===== config.mk =====
export PLATFORM = sky130hd
export DESIGN_NAME = aci_tape_writer_flat
export DESIGN_NICKNAME = d
export VERILOG_FILES = /design/src/rtl/aci_tape_writer_if.sv /design/src/rtl/aci_tape_writer.sv /design/src/flat_wrapper.sv
export SDC_FILE = /design/constraint.sdc
export NUM_CORES = 1
export LEC_CHECK = 0
export CAP_MARGIN = 25
export CORE_UTILIZATION = 45
export CTS_CLUSTER_SIZE = 40
export DETAILED_ROUTE_END_ITERATION = 10
export PLACE_DENSITY = 0.7
export SETUP_SLACK_MARGIN = 0.1
export SKIP_CTS_REPAIR_TIMING = 1
export SLEW_MARGIN = 20
export SYNTH_ARGS = -nofsm -noshare
export SYNTH_HDL_FRONTEND = slang
export SYNTH_SLANG_ARGS = --single-unit

===== constraint.sdc =====
create_clock -name sys_clock -period 3.1 [get_ports sys_clock]
set_input_delay 0.31 -clock sys_clock [delete_from_list [all_inputs] [get_ports sys_clock]]
set_output_delay 0.31 -clock sys_clock [all_outputs]
set_load 0.05 [all_outputs]

===== src/rtl/aci_tape_writer_if.sv =====
// RAM read port between the ACI tape writer (master) and the CPU RAM (slave).
interface aci_tape_writer_if;
    logic [15:0] mem_addr;
    logic        mem_rd;
    logic [7:0]  mem_din;

    modport master (output mem_addr, output mem_rd, input mem_din);
    modport slave  (input mem_addr, input mem_rd, output mem_din);
endinterface


===== src/rtl/aci_tape_writer.sv =====
// Apple-1 ACI cassette writer: streams a RAM range as leader, sync and MSB-first bit cycles.
// Optional macro ACI_CHECKSUM_EN appends a running-XOR checksum byte after the data.
module aci_tape_writer #(
    parameter int HALF_ONE      = 500,
    parameter int HALF_ZERO     = 250,
    parameter int LEADER_CYCLES = 10000,
    parameter int SYNC_HI       = 200,
    parameter int SYNC_LO       = 250
) (
    input  logic                sys_clock,
    input  logic                reset,
    input  logic                clk_ena,
    input  logic                start,
    input  logic [15:0]         start_addr,
    input  logic [15:0]         end_addr,
    aci_tape_writer_if.master   mem,
    output logic                tape_out,
    output logic                busy,
    output logic                done
);

    localparam int MAX_A    = (HALF_ONE > HALF_ZERO) ? HALF_ONE : HALF_ZERO;
    localparam int MAX_B    = (SYNC_HI > SYNC_LO) ? SYNC_HI : SYNC_LO;
    localparam int MAX_HALF = (MAX_A > MAX_B) ? MAX_A : MAX_B;
    localparam int CW       = $clog2(MAX_HALF + 1);
    localparam int LW       = $clog2(LEADER_CYCLES + 1);

    localparam logic [CW-1:0] ONE_M1     = CW'(HALF_ONE - 1);
    localparam logic [CW-1:0] ZERO_M1    = CW'(HALF_ZERO - 1);
    localparam logic [CW-1:0] SYNC_HI_M1 = CW'(SYNC_HI - 1);
    localparam logic [CW-1:0] SYNC_LO_M1 = CW'(SYNC_LO - 1);
    localparam logic [CW-1:0] CNT_ONE    = CW'(1);
    localparam logic [LW-1:0] LCYC_M1    = LW'(LEADER_CYCLES - 1);
    localparam logic [LW-1:0] LCYC_ONE   = LW'(1);

    localparam logic [2:0] S_IDLE   = 3'd0;
    localparam logic [2:0] S_LEADER = 3'd1;
    localparam logic [2:0] S_SYNC   = 3'd2;
    localparam logic [2:0] S_FETCH  = 3'd3;
    localparam logic [2:0] S_LATCH  = 3'd4;
    localparam logic [2:0] S_BITS   = 3'd5;
`ifdef ACI_CHECKSUM_EN
    localparam logic [2:0] S_CSUM   = 3'd6;
`endif
    localparam logic [2:0] S_FINISH = 3'd7;

    logic [2:0]    state_r;
    logic [CW-1:0] cnt_r;
    logic [LW-1:0] lcyc_r;
    logic          phase_hi_r;
    logic [2:0]    bit_r;
    logic [7:0]    shift_r;
    logic [15:0]   addr_r;
    logic [15:0]   end_r;
    logic [15:0]   mem_addr_r;
    logic          mem_rd_r;
    logic          tape_r;
    logic          busy_r;
    logic          done_r;
`ifdef ACI_CHECKSUM_EN
    logic [7:0]    csum_r;
`endif

    // Ticks minus one for a half-cycle carrying the given bit value.
    function automatic logic [CW-1:0] half_m1(input logic b);
        return b ? ONE_M1 : ZERO_M1;
    endfunction

    assign mem.mem_addr = mem_addr_r;
    assign mem.mem_rd   = mem_rd_r;
    assign tape_out     = tape_r;
    assign busy         = busy_r;
    assign done         = done_r;

    // Transfer sequencer; every state change waits for a tick, only done self-clears each cycle.
    always_ff @(posedge sys_clock) begin
        if (reset) begin
            state_r    <= S_IDLE;
            cnt_r      <= '0;
            lcyc_r     <= '0;
            phase_hi_r <= 1'b0;
            bit_r      <= 3'd0;
            shift_r    <= 8'h00;
            addr_r     <= 16'h0000;
            end_r      <= 16'h0000;
            mem_addr_r <= 16'h0000;
            mem_rd_r   <= 1'b0;
            tape_r     <= 1'b0;
            busy_r     <= 1'b0;
            done_r     <= 1'b0;
`ifdef ACI_CHECKSUM_EN
            csum_r     <= 8'h00;
`endif
        end else begin
            done_r <= 1'b0;
            if (clk_ena) begin
                case (state_r)
                    S_IDLE: begin
                        if (start) begin
                            addr_r <= start_addr;
                            end_r  <= end_addr;
                            if (end_addr < start_addr) begin
                                done_r <= 1'b1;
                            end else begin
                                busy_r     <= 1'b1;
                                state_r    <= S_LEADER;
                                tape_r     <= 1'b1;
                                phase_hi_r <= 1'b1;
                                cnt_r      <= ONE_M1;
                                lcyc_r     <= LCYC_M1;
`ifdef ACI_CHECKSUM_EN
                                csum_r     <= 8'h00;
`endif
                            end
                        end
                    end
                    S_LEADER: begin
                        if (cnt_r != '0) begin
                            cnt_r <= cnt_r - CNT_ONE;
                        end else if (phase_hi_r) begin
                            tape_r     <= 1'b0;
                            phase_hi_r <= 1'b0;
                            cnt_r      <= ONE_M1;
                        end else if (lcyc_r != '0) begin
                            lcyc_r     <= lcyc_r - LCYC_ONE;
                            tape_r     <= 1'b1;
                            phase_hi_r <= 1'b1;
                            cnt_r      <= ONE_M1;
                        end else begin
                            state_r    <= S_SYNC;
                            tape_r     <= 1'b1;
                            phase_hi_r <= 1'b1;
                            cnt_r      <= SYNC_HI_M1;
                        end
                    end
                    S_SYNC: begin
                        if (cnt_r != '0) begin
                            cnt_r <= cnt_r - CNT_ONE;
                        end else if (phase_hi_r) begin
                            tape_r     <= 1'b0;
                            phase_hi_r <= 1'b0;
                            cnt_r      <= SYNC_LO_M1;
                        end else begin
                            state_r    <= S_FETCH;
                            mem_addr_r <= addr_r;
                            mem_rd_r   <= 1'b1;
                        end
                    end
                    S_FETCH: begin
                        mem_rd_r <= 1'b0;
                        state_r  <= S_LATCH;
                    end
                    S_LATCH: begin
                        shift_r    <= mem.mem_din;
                        bit_r      <= 3'd7;
                        tape_r     <= 1'b1;
                        phase_hi_r <= 1'b1;
                        cnt_r      <= half_m1(mem.mem_din[7]);
                        state_r    <= S_BITS;
`ifdef ACI_CHECKSUM_EN
                        csum_r     <= csum_r ^ mem.mem_din;
`endif
                    end
`ifdef ACI_CHECKSUM_EN
                    S_BITS, S_CSUM: begin
`else
                    S_BITS: begin
`endif
                        if (cnt_r != '0) begin
                            cnt_r <= cnt_r - CNT_ONE;
                        end else if (phase_hi_r) begin
                            tape_r     <= 1'b0;
                            phase_hi_r <= 1'b0;
                            cnt_r      <= half_m1(shift_r[7]);
                        end else if (bit_r != 3'd0) begin
                            bit_r      <= bit_r - 3'd1;
                            shift_r    <= {shift_r[6:0], 1'b0};
                            tape_r     <= 1'b1;
                            phase_hi_r <= 1'b1;
                            cnt_r      <= half_m1(shift_r[6]);
`ifdef ACI_CHECKSUM_EN
                        end else if (state_r == S_CSUM) begin
                            state_r <= S_FINISH;
                            busy_r  <= 1'b0;
                            done_r  <= 1'b1;
                            tape_r  <= 1'b0;
                        end else if (addr_r == end_r) begin
                            // Checksum byte follows the last data bit directly, without fetch gap.
                            state_r    <= S_CSUM;
                            shift_r    <= csum_r;
                            bit_r      <= 3'd7;
                            tape_r     <= 1'b1;
                            phase_hi_r <= 1'b1;
                            cnt_r      <= half_m1(csum_r[7]);
`else
                        end else if (addr_r == end_r) begin
                            state_r <= S_FINISH;
                            busy_r  <= 1'b0;
                            done_r  <= 1'b1;
                            tape_r  <= 1'b0;
`endif
                        end else begin
                            addr_r     <= addr_r + 16'd1;
                            mem_addr_r <= addr_r + 16'd1;
                            mem_rd_r   <= 1'b1;
                            state_r    <= S_FETCH;
                        end
                    end
                    S_FINISH: begin
                        state_r <= S_IDLE;
                    end
                    default: begin
                        state_r <= S_IDLE;
                    end
                endcase
            end
        end
    end

endmodule

===== src/flat_wrapper.sv =====
// flat-port wrapper written by rule: the top's interface ports become plain ports
module aci_tape_writer_flat 
#(
    parameter int HALF_ONE      = 500,
    parameter int HALF_ZERO     = 250,
    parameter int LEADER_CYCLES = 10000,
    parameter int SYNC_HI       = 200,
    parameter int SYNC_LO       = 250
)
  (sys_clock, reset, clk_ena, start, start_addr, end_addr, tape_out, busy, done, mem_mem_addr, mem_mem_rd, mem_mem_din);
  aci_tape_writer_if mem_i ();
  input  logic sys_clock;
  input  logic reset;
  input  logic clk_ena;
  input  logic start;
  input  logic [15:0] start_addr;
  input  logic [15:0] end_addr;
  output logic tape_out;
  output logic busy;
  output logic done;
  output wire logic [$bits(mem_i.mem_addr)-1:0] mem_mem_addr;
  output wire logic [$bits(mem_i.mem_rd)-1:0] mem_mem_rd;
  input wire logic [$bits(mem_i.mem_din)-1:0] mem_mem_din;
  assign mem_mem_addr = mem_i.mem_addr;
  assign mem_mem_rd = mem_i.mem_rd;
  assign mem_i.mem_din = mem_mem_din;
  aci_tape_writer #(.HALF_ONE(HALF_ONE), .HALF_ZERO(HALF_ZERO), .LEADER_CYCLES(LEADER_CYCLES), .SYNC_HI(SYNC_HI), .SYNC_LO(SYNC_LO)) u_core (.sys_clock(sys_clock), .reset(reset), .clk_ena(clk_ena), .start(start), .start_addr(start_addr), .end_addr(end_addr), .mem(mem_i), .tape_out(tape_out), .busy(busy), .done(done));
endmodule

Yosys cells after proc, flatten, opt, wreduce, memory -nomap -nowiden
Index checks and enable logic that the tools add are counted.

storage, ports and cells
  bits in registers = 90
  latch bits = 0
  bits in writable memories = 0
  memory bits (read-only) = 0
  output and inout port bits = 20
  logic and storage cells = 148
  memories kept = 0

operators by class
  $add $sub $neg = 4
  $mul = 0
  div/mod/pow operators = 0
  $lt $le $gt $ge = 1
  equal/unequal tests = 24
  shifts and indexed selects = 0
  muxes and demuxes = 83
  bitwise gates (word level) = 1
  reduce and logical (&&, ||, !) cells = 22

operator list
  cell                                                                  count
  9-bit 2-to-1 mux                                                      13
  16-bit 2-to-1 mux                                                     7
  14-bit 2-to-1 mux                                                     5
  16-bit one-hot mux with 2 select lines                                2
  9-bit one-hot mux with 5 select lines                                 1
  3-bit 2-to-1 mux                                                      14
  1-bit 2-to-1 mux                                                      29
  14-bit one-hot mux with 2 select lines                                1
  8-bit 2-to-1 mux                                                      3
  8-bit AND reduction                                                   3
  2-bit inequality test, second input constant                          11
  7-bit AND reduction                                                   3
  3-bit one-hot mux with 6 select lines                                 1
  16-bit by 1-bit adder with 16-bit output, second input constant       1
  16-bit equality test                                                  1
  16-bit < comparator                                                   1
  8-bit one-hot mux with 2 select lines                                 1
  14-bit nonzero test                                                   1
  14-bit by 1-bit subtractor with 14-bit output, second input constant  1
  11-bit AND reduction                                                  1
  1-bit one-hot mux with 5 select lines                                 2
  9-bit AND reduction                                                   1
  9-bit nonzero test                                                    1
  9-bit by 1-bit subtractor with 9-bit output, second input constant    1
  19 further kinds                                                      30

Depth between registers and ports, before layout
Gate-level depths: netlist of run 1.

  depth after elaboration = 6
  depth in mapped cells = 10

Worst setup path before layout of run 1
OpenSTA, ideal clock, no wires.

  path type = input-to-reg
  from = input port start_addr[15]
  to = register u_core.cnt_r[1]
  library setup time = 0.095 ns
  data arrival time = 2.050 ns
  data required time = 3.005 ns
  path slack = 0.955 ns
  cell stages on the path = 9
  buffers on the path = 1
  cell sequence = inv_1 -> ha_1 -> nand4_1 -> nor2_1 -> nor4b_1 -> or3_1 -> buf_2 -> nand2_1 -> a221oi_1

between the ends
  word-level cells in the longest chain between the ends = 3

ends and longest elaborated chain
  element                          RTL line                text
  from (decl)                      flat_wrapper.sv:16      input logic [15:0] start_addr;
  16-bit < comparator              aci_tape_writer.sv:102  if (end_addr < start_addr) begin
  2-bit inequality test (no line)  n/a
  6-bit AND reduction (no line)    n/a
  to (signal assigned)             aci_tape_writer.sv:119  cnt_r <= cnt_r - CNT_ONE;
  to (signal assigned)             aci_tape_writer.sv:138  cnt_r <= cnt_r - CNT_ONE;
  to (signal assigned)             aci_tape_writer.sv:158  cnt_r <= half_m1(mem.mem_din[7]);
  to (decl)                        aci_tape_writer.sv:48   logic [CW-1:0] cnt_r;

Every way passes these cells.
A chain may end at the register's enable or synchronous reset.

Worst setup path after layout of run 1
  from = input port start_addr[1]
  to = register u_core.state_r[2]

between the ends
  word-level cells in the longest chain between the ends = 3

ends and longest elaborated chain
  element                          RTL line                text
  16-bit < comparator              aci_tape_writer.sv:102
  2-bit inequality test (no line)  n/a
  11-bit AND reduction (no line)   n/a
  to (signal assigned)             aci_tape_writer.sv:106  state_r <= S_LEADER;
  to (signal assigned)             aci_tape_writer.sv:130  state_r <= S_SYNC;
  to (signal assigned)             aci_tape_writer.sv:144  state_r <= S_FETCH;
  to (decl)                        aci_tape_writer.sv:47   logic [2:0] state_r;

Every way passes these cells.

==> run metrics, run 1 <==
GP Congestion=0.958; initial core utilization=0.469; main combinational cell family by area after synthesis=compound AO/OA/AOI/OAI gates; setup slack of the worst register-to-register path=0.60 ns; routed wirelength normalized by instance count=17.7 um; leading post-synthesis cells by cell area=dfxtp_1, nand2_1, a21oi_1; clk sink count=90; first-pass GRT wire length=25800 um; most common cell after layout, fill and taps aside=nand2_1; largest net degree at the start of global routing=73; HPWL after detailed placement=11500 um; critical path fanouts, max=12; Total Negative Setup Slacks=0 ns; cell area after synthesis=5450 um^2; total routing resource utilization after global routing=0.259; synthesized netlist net count=758; number of standard cells after synthesis=693; die width=112 um; Compound-Gate Fraction of Synth Area=0.263; buffer levels on the longest clock path=2; number of distinct library cells after synthesis=67; part of the cycle the worst path needs=0.880; Layout Skew=0.00815 ns; overall via count from detail_route=5400; final global-route overflow total=0; Post-synth EDFFs=0; core area=11600 um^2; hold path cells=2; share of synthesized area occupied by flip-flops and latches=0.331; cell count of the worst reg-to-reg path=7; element type at the critical path start=primary input; power per cell area=575 nW/um^2; worst-case headroom to the max-slew limit=0.422; top-area cell type share of the netlist area=0.331; antenna violations before repair=0; mean cell area of the mapped netlist=7.86 um^2; most instantiated flip-flop cell in the synthesis netlist=dfxtp_1; Max Slew Vio Count=0; CTS tree=yes; Synth Register Bits=90; remaining antenna violation count=0; Final Worst Setup Slack=0.372 ns; basic-gate share of the synthesized area counting and, or, nand and nor cells=0.237; area of the die=12600 um^2; top library cells by usage in the layout, fill and taps aside=nand2_1, dfxtp_1, a21oi_1; per-cell via count in the routed design=6.07; number of synthesis warnings=0; Synth Area in Adders=0.0482; number of port buffers=63; number of global-route vias before repair=5207; number of placed I/O pins=64; Fin Hold WS=0.470 ns; number of levels in the clock H-tree=3; area grow syn2layout=19.8%; library cell occupying the most area in the post-synthesis netlist=dfxtp_1; Chip Height=112 um; standby leakage power=2.47 nW; beginning of the worst register-to-register path=u_core.addr_r[10]; setup repair after global routing missed its margin=no; number of placed instances, taps included=873; run status=finished, violations left; fraction of registers with async set or reset after synthesis=0; number of antenna cells inserted=0; endpoint class of the critical path=flip-flop; violated checks=DRC; Max IR drop VDD=460 uV; Clk Latency, worst-skew pair=0.36 ns; startpoint of the most critical setup path=start_addr[1]; share of post-route cells with drive strength above 1=0.0845; final wirelength=15800 um; FMAX=367 MHz; placement row count=39; worst-margin pin slew=0.865 ns; clock edge transition at the registers on the reported setup and hold paths=0.07 ns; XOR/XNOR share of the synthesized area=0.0546; number of detailed-route iterations in the first pass=8; kind of path behind the tightest hold check=reg2reg; fraction of synthesized area in multiplexers=0.00941; arrival time at the worst endpoint=2.99 ns; Final nets=806; Layout Cells excl Fill=889; total setup violations reported at the end of the flow=0; cell at the root of the clock tree=clkbuf_16; placement-stage worst setup slack=0.0811 ns; reported max-cap violation count=0; critical path start-end classification=in2reg; number of DRC markers in iteration 0=405; worst endpoint required time=3.36 ns; Hold Path Origin=u_core.end_r[10]; Min Clock Period, post-route=2.73 ns; number of buffers created by CTS=9; Final Hold Viols=0; total of fill cells in the finished design=1090; number of design rule violations left after detail routing=3
-- per-layer routing --
layer | vias to the layer above | routed length [um] | global-route usage
li1 | 2642 | - | -
met1 | 2542 | 6480 | 0.305
met2 | 184 | 7940 | 0.459
met3 | 32 | 834 | 0.0502
met4 | 0 | 495 | 0.111
met5 | - | 0 | 0
-- area by class of cell --
type,count,area [um^2],area share
clock buffer,9,225,0.0345
clock inverter,7,53.8,0.00824
inverter,25,93.8,0.0144
multi-input combinational,526,3340,0.512
sequential,90,1800,0.276
tap,143,179,0.0274
timing repair buffer,89,833,0.128
-- registers in the layout, summed over array words and instances (netlist names) --
signal / count
u_core.cnt_r: 9
u_core.addr_r: 16
u_core.busy: 1
u_core.shift_r: 8
u_core.tape_out: 1
u_core.mem.mem_addr: 16
u_core.bit_r: 3
u_core.done: 1
u_core.lcyc_r: 14
u_core.state_r: 3
u_core.phase_hi_r: 1
u_core.mem.mem_rd: 1
u_core.end_r: 16
-- worst paths after layout --
| path | end |
|---|---|
| worst max-delay path | u_core.state_r[2] |
| worst min-delay path | u_core.end_r[10] |
| worst min register to register | u_core.end_r[10] |
| worst max register to register | u_core.addr_r[5] |
-- logic make-up (layout without fill, tap and decap cells) --
| group | Yosys count | in the layout |
|---|---|---|
| compound gates | 216 | 216 |
| xor+xnor | 34 | 34 |
| fa+ha+maj | 21 | 21 |
| buf+inv | 77 | 130 |
| flops | 90 | 90 |
| mux | 5 | 5 |
| simple gates | 250 | 250 |
-- stage by stage --
stage	cell area, um^2	total power [mW]	util
finish	6530	3.75	0.562
detailed placement	6250	2.70	0.538
global route	6530	3.94	0.562
floorplan	5450	2.30	-
CTS	6530	3.75	0.562
global placement	6250	2.68	0.538
-- where the power goes --
group          leakage (nW)  switching (mW)  internal, mW  total, mW
logic                  1.61           0.786         0.523       1.31
registers             0.732           0.138          1.25       1.39
clock network         0.128           0.504         0.548       1.05
total                  2.47            1.43          2.32       3.75
-- worst max-delay path: stages --
cell and delay [ns]:
clkdlybuf4s50_1 0.51, inv_1 0.06, ha_1 0.29, a2111oi_0 0.40, nor4b_1 0.14, buf_4 0.18, or3_1 0.55, and3_1 0.29
a311oi_1 0.25
-- synthesized netlist by cell type (3+ instances only) --
master / n
a211oi_1: 6
a21oi_1: 74
a311oi_1: 22
a31oi_1: 10
and2_1: 4
and3_1: 6
buf_2: 9
clkbuf_1: 40
dfxtp_1: 90
ha_1: 21
inv_1: 25
mux2i_1: 4
nand2_1: 100
nand2b_1: 13
nand3_1: 11
nand3b_1: 3
nand4_1: 15
nor2_1: 37
nor3_1: 19
nor3b_1: 4
nor4_1: 11
nor4_4: 3
o211ai_1: 6
o21a_1: 3
o21ai_0: 37
o21bai_1: 14
o221a_2: 3
o22ai_1: 3
o311a_1: 13
o31ai_1: 3
or3_1: 4
xnor2_1: 9
xor2_1: 25
Power figures use the tool's default switching activity.
==> inputs of run 2 (changes only) <==
PLACE_DENSITY = not set   (was 0.7)
PLACE_DENSITY_LB_ADDON = 0.2   (was not set)
==> run 2 against run 1 <==
Against the previous run:
- the flow still finishes with violations (DRC)
- critical path depth did not move
- via count is 0.89% lower
- setup slack gained 0.15 ns
- non-clock buffer count decreased by 5
- critical path type unchanged
- critical endpoint unchanged
- largest power group unchanged
- highest routed layer unchanged
==> run metrics, run 2 (same netlist as run 1, synthesis figures left out) <==
cell at the root of the clock tree=clkbuf_16; element type at the critical path start=primary input; standby leakage power=2.45 nW (-0.99%); placement row count=39 (unchanged); number of buffers created by CTS=9 (unchanged); sum of met3 wire segment lengths after detailed routing=720 um (-14%); number of levels in the clock H-tree=3 (unchanged); crit path to=u_core.state_r[2]; hold path cells=3 (+1); number of antenna cells inserted=0 (unchanged); violated checks=DRC; top routing layer in use=met4; number of detailed-route iterations in the first pass=8 (unchanged); number of design rule violations left after detail routing=2 (-1); number of global-route vias before repair=5125 (-1.6%); slowest cell on the critical path=or3_1; Layout Skew=0.00766 ns (-0.000499 ns); overall power=3.71 mW (-1.0%); final wirelength=15700 um (-0.15%); overall via count from detail_route=5352 (-0.89%); core area=11600 um^2 (unchanged); per-cell via count in the routed design=6.06 (-0.22%); number of port buffers=63 (unchanged); CTS tree=yes; number of placed I/O pins=64 (unchanged); Max Slew Vio Count=0 (unchanged); total setup violations reported at the end of the flow=0 (unchanged); top library cells by usage in the layout, fill and taps aside=nand2_1, dfxtp_1, a21oi_1; Final nets=801 (-0.62%); critical path depth=9 (unchanged); CP bufs+invs=3 (unchanged); total routing resource utilization after global routing=0.256 (-0.00255); routed wirelength normalized by instance count=17.8 um (+0.53%); CP max stage delay=0.52 ns (-0.03 ns); crit-path leading delay family=simple AND/OR/NAND/NOR gates; Max IR drop VDD=254 uV (-45%); Clk Latency, worst-skew pair=0.35 ns (about the same); worst-margin pin slew=0.826 ns (-0.0391 ns); area grow syn2layout=18.8%; beginning of the worst register-to-register path=u_core.cnt_r[2]; run status=finished, violations left; power per cell area=574 nW/um^2 (-0.17%); WL met1=6950 um (+7.2%); largest net degree at the start of global routing=73 (unchanged); endpoint class of the critical path=flip-flop; reported max-cap violation count=0 (unchanged); clk sink count=90 (unchanged); most common cell after layout, fill and taps aside=nand2_1; number of DRC markers in iteration 0=492 (+21%); share of post-route cells with drive strength above 1=0.0743 (-0.0101); area of the die=12600 um^2 (unchanged); setup repair after global routing missed its margin=no; antenna violations before repair=0 (unchanged); final global-route overflow total=0 (unchanged); Chip Height=112 um (unchanged); die width=112 um (unchanged); cell count of the worst reg-to-reg path=6 (-1); arrival time at the worst endpoint=2.84 ns (-0.15 ns); Min Clock Period, post-route=2.58 ns (-0.145 ns); critical path fanouts, max=12 (unchanged); buffer levels on the longest clock path=2 (unchanged); startpoint of the most critical setup path=start_addr[1]; kind of path behind the tightest hold check=in2reg; worst-case headroom to the max-slew limit=0.449 (+0.0267); HPWL after detailed placement=11300 um (-1.7%); worst endpoint required time=3.35 ns (about the same); Total Negative Setup Slacks=0 ns (unchanged); first-pass GRT wire length=25700 um (-0.32%); clock edge transition at the registers on the reported setup and hold paths=0.06 ns (about the same); setup slack of the worst register-to-register path=0.53 ns (-0.07 ns); Hold Path Origin=reset; capturing point of the worst reg2reg path=u_core.addr_r[4]; initial core utilization=0.469 (unchanged); critical path start-end classification=in2reg; FMAX=387 MHz (+5.6%); Final Hold Viols=0 (unchanged); total length of routed met2 wires=7680 um (-3.3%); CP cell instances=clkdlybuf4s50_1, inv_1, ha_1, a2111oi_0, nor4b_1, buf_4, or3_1, and3_1, a311oi_1; GP Congestion=0.893 (-6.8%); remaining antenna violation count=0 (unchanged); part of the cycle the worst path needs=0.833 (-0.0469)
[run 2: cell types whose count changed in the layout (fill, tap and decap cells not counted), sizes merged]
| cell | change |
|---|---|
| clkinvlp | -2 |
| buf | -5 |
| inv | -1 |
| clkinv | -2 |
| clkbuf | +4 |
[run 2: where the power goes]
part	internal (mW)	total [mW]	leakage (nW)	switching, mW
Sequential	1.25	1.39	0.732	0.138
Clock	0.583	1.04	0.132	0.460
Combinational	0.496	1.28	1.59	0.782
Total	2.33	3.71	2.45	1.38
[run 2: worst min path at each step]
stage | to | slack [ns]
6_report | u_core.mem.mem_addr[12] | 0.41
5_1_grt | u_core.mem.mem_addr[12] | 0.43
4_1_cts | u_core.mem.mem_addr[12] | 0.41
3_5_place_dp | u_core.end_r[11] | 0.46
3_3_place_gp | u_core.shift_r[0] | 0.46
2_1_floorplan | u_core.lcyc_r[13] | 0.44
[run 2: cell type report]
type | count | area, um^2
inverters | 25 | 93.8
multi-input cells | 526 | 3340
flip-flops and latches | 90 | 1800
well taps | 143 | 179
clock buffers | 13 | 260
repair buffers | 84 | 783
fillers | 1103 | 5140
clock inverters | 2 | 12.5
[run 2: tightest hold or removal path: stages]
cell,delay [ns]
buf_2,0.09
inv_1,0.16
o311a_1,0.16
[run 2: metrics by stage]
step | std cells | hold WS, ns | cell area (um^2) | setup slack [ns] | util
after floorplan | 693 | 0.440 | 5450 | 0.955 | -
after global placement | 868 | 0.457 | 6200 | 0.194 | 0.534
after detailed placement | 868 | 0.463 | 6200 | 0.158 | 0.534
after CTS | 883 | 0.407 | 6470 | 0.519 | 0.557
after global routing | 883 | 0.431 | 6470 | 0.325 | 0.557
final | 883 | 0.408 | 6470 | 0.518 | 0.557
[run 2: per-layer routing]
layer	GRT usage	vias up
met5	0	-
met4	0.105	0
met3	0.0437	26
met2	0.428	150
met1	0.329	2551
li1	-	2625
==> edit, RTL diff (settings of run 1) <==
`HALF_ONE` is set to 500 in 2 places; all go to 1000.
--- a/src/rtl/aci_tape_writer.sv
+++ b/src/rtl/aci_tape_writer.sv
@@ -1,7 +1,7 @@
 // Apple-1 ACI cassette writer: streams a RAM range as leader, sync and MSB-first bit cycles.
 // Optional macro ACI_CHECKSUM_EN appends a running-XOR checksum byte after the data.
 module aci_tape_writer #(
-    parameter int HALF_ONE      = 500,
+    parameter int HALF_ONE      = 1000,
     parameter int HALF_ZERO     = 250,
     parameter int LEADER_CYCLES = 10000,
     parameter int SYNC_HI       = 200,
--- a/src/flat_wrapper.sv
+++ b/src/flat_wrapper.sv
@@ -1,7 +1,7 @@
 // flat-port wrapper written by rule: the top's interface ports become plain ports
 module aci_tape_writer_flat 
 #(
-    parameter int HALF_ONE      = 500,
+    parameter int HALF_ONE      = 1000,
     parameter int HALF_ZERO     = 250,
     parameter int LEADER_CYCLES = 10000,
     parameter int SYNC_HI       = 200,
Check against the original RTL: same outputs for any inputs over 4 cycles, from zero or initial values and one cycle with reset high; that may be too few to reach the edited logic, so the function may still have changed.
==> edit against run 1 <==
Power fell by 17%. Combinational power fell by 44%. Final area fell by 2.1%. Global-route usage fell by 2.9 points. Synthesized cell count fell by 0.72%. Area after synthesis fell by 2.3%. Critical path type unchanged. Critical path depth rose by 1. Sequential cell count rose by 1. Setup slack improved by 0.090 ns. Cell count fell by 0.56%. Largest power group unchanged. Wire length fell by 11%.
==> edit: results (changes against run 1) <==
[layout]
nFillCells=1052  ; was 1,090
fin_nets=802  ; was 806
drive_gt1_share_pct=7.56  ; was 8.45%

[critical_path]
critPathMaxFanout=9  ; was 12

[grt]
grt_pass1_wl_um=23200  ; was 25,800 um
grt_max_degree=48  ; was 73
track_usage_pct=22.9  ; was 25.9%

[logic_synthesis]
synth_nets=754  ; was 758
yosys-top-cells-area=dfxtp_1 (34%), a21oi_1 (6.3%), nand2_1 (6.2%)  ; was dfxtp_1 (33%), nand2_1 (6.9%), a21oi_1 (6.8%)
synth_compound_area_share_pct=25.5  ; was 26.3%
seq_area_frac_synth_pct=34.2  ; was 33.1%
synthXorXnorAreaFrac_pct=5.92  ; was 5.46%
synth_common_cells=dfxtp_1 (91), nand2_1 (88), nor2_1 (75)  ; was nand2_1 (100), dfxtp_1 (90), a21oi_1 (74)
synth_cells=688  ; was 693

[placed_design]
hpwl_um=10400  ; was 11,500 um
dpl.cell_count=868  ; was 873
dp_slack_ns=0.147  ; was 0.0811 ns
routabilityCongestion=0.867  ; was 0.958
placed_area_mm2=0.00611  ; was 0.00625 mm2

[routing]
firstDrtPassIters=7  ; was 8
drtIter0Drc=281  ; was 405
via_per_inst=5.87  ; was 6.07

[power]
ir_drop_v=0.000248  ; was 0.000460 V
total_leakage_power_nw=2.38  ; was 2.47 nW

[timing]
relSlewSlack_pct=34.1  ; was 42.2%

[hold_path]
hold_class=in2reg  ; was reg2reg

[outcome]
status=finished clean  ; was finished, violations left

## edit: changes by cell type after synthesis, sizes merged, moves of 6 or more
| cell | delta |
|---|---|
| o21bai | -12 |
| o21ai | +6 |
| nand2 | -12 |
| o311a | -13 |
| nor2 | +39 |
| a211oi | +15 |
| a22oi | +7 |
| a21oi | -7 |
## edit: worst max-delay path: stages
cell	delay [ns]
clkdlybuf4s50_1	0.48
inv_1	0.06
ha_1	0.29
nand2_1	0.07
nor2_1	0.17
nand4_1	0.15
o21ai_0	0.54
o21ba_1	0.43
a21oi_1	0.15
a311oi_2	0.25
## edit: final timing paths
kind / from / endpoint / slack [ns] / cells past startpoint
setup / recovery: start_addr[15] / u_core.lcyc_r[13] / 0.46 / 10
hold reg to reg: u_core.end_r[4] / u_core.end_r[4] / 0.47 / 2
hold / removal: reset / u_core.bit_r[0] / 0.41 / 2
setup reg to reg: u_core.cnt_r[0] / u_core.lcyc_r[13] / 0.47 / 8
## edit: power breakdown
| group | internal (mW) | switching [mW] | total [mW] |
|---|---|---|---|
| combinational | 0.305 | 0.426 | 0.731 |
| sequential | 1.23 | 0.0784 | 1.31 |
| clock | 0.589 | 0.479 | 1.07 |
## edit: metrics by stage
step                util (%)  hold slack (ns)
floorplan                  -            0.445
global placement        53.2            0.454
detailed placement      53.2            0.459
CTS                     55.8            0.422
global route            55.8            0.466
finish                  55.8            0.407
## edit: per-layer routing
metal  track usage [%]  part of all wire (%)
met1              29.3                    46
met2              39.3                    48
met3              2.90                   4.1
met4              8.89                   2.1
met5                 0                     0
## edit: layout make-up
type,count,area (um2),area share (%)
Tap cell,143,179,2.80
Inverter,27,101,1.58
Clock inverter,5,36.3,0.567
Timing Repair Buffer,82,781,12.2
Multi-Input combinational cell,525,3220,50.4
Sequential cell,91,1820,28.5
Clock buffer,11,253,3.95
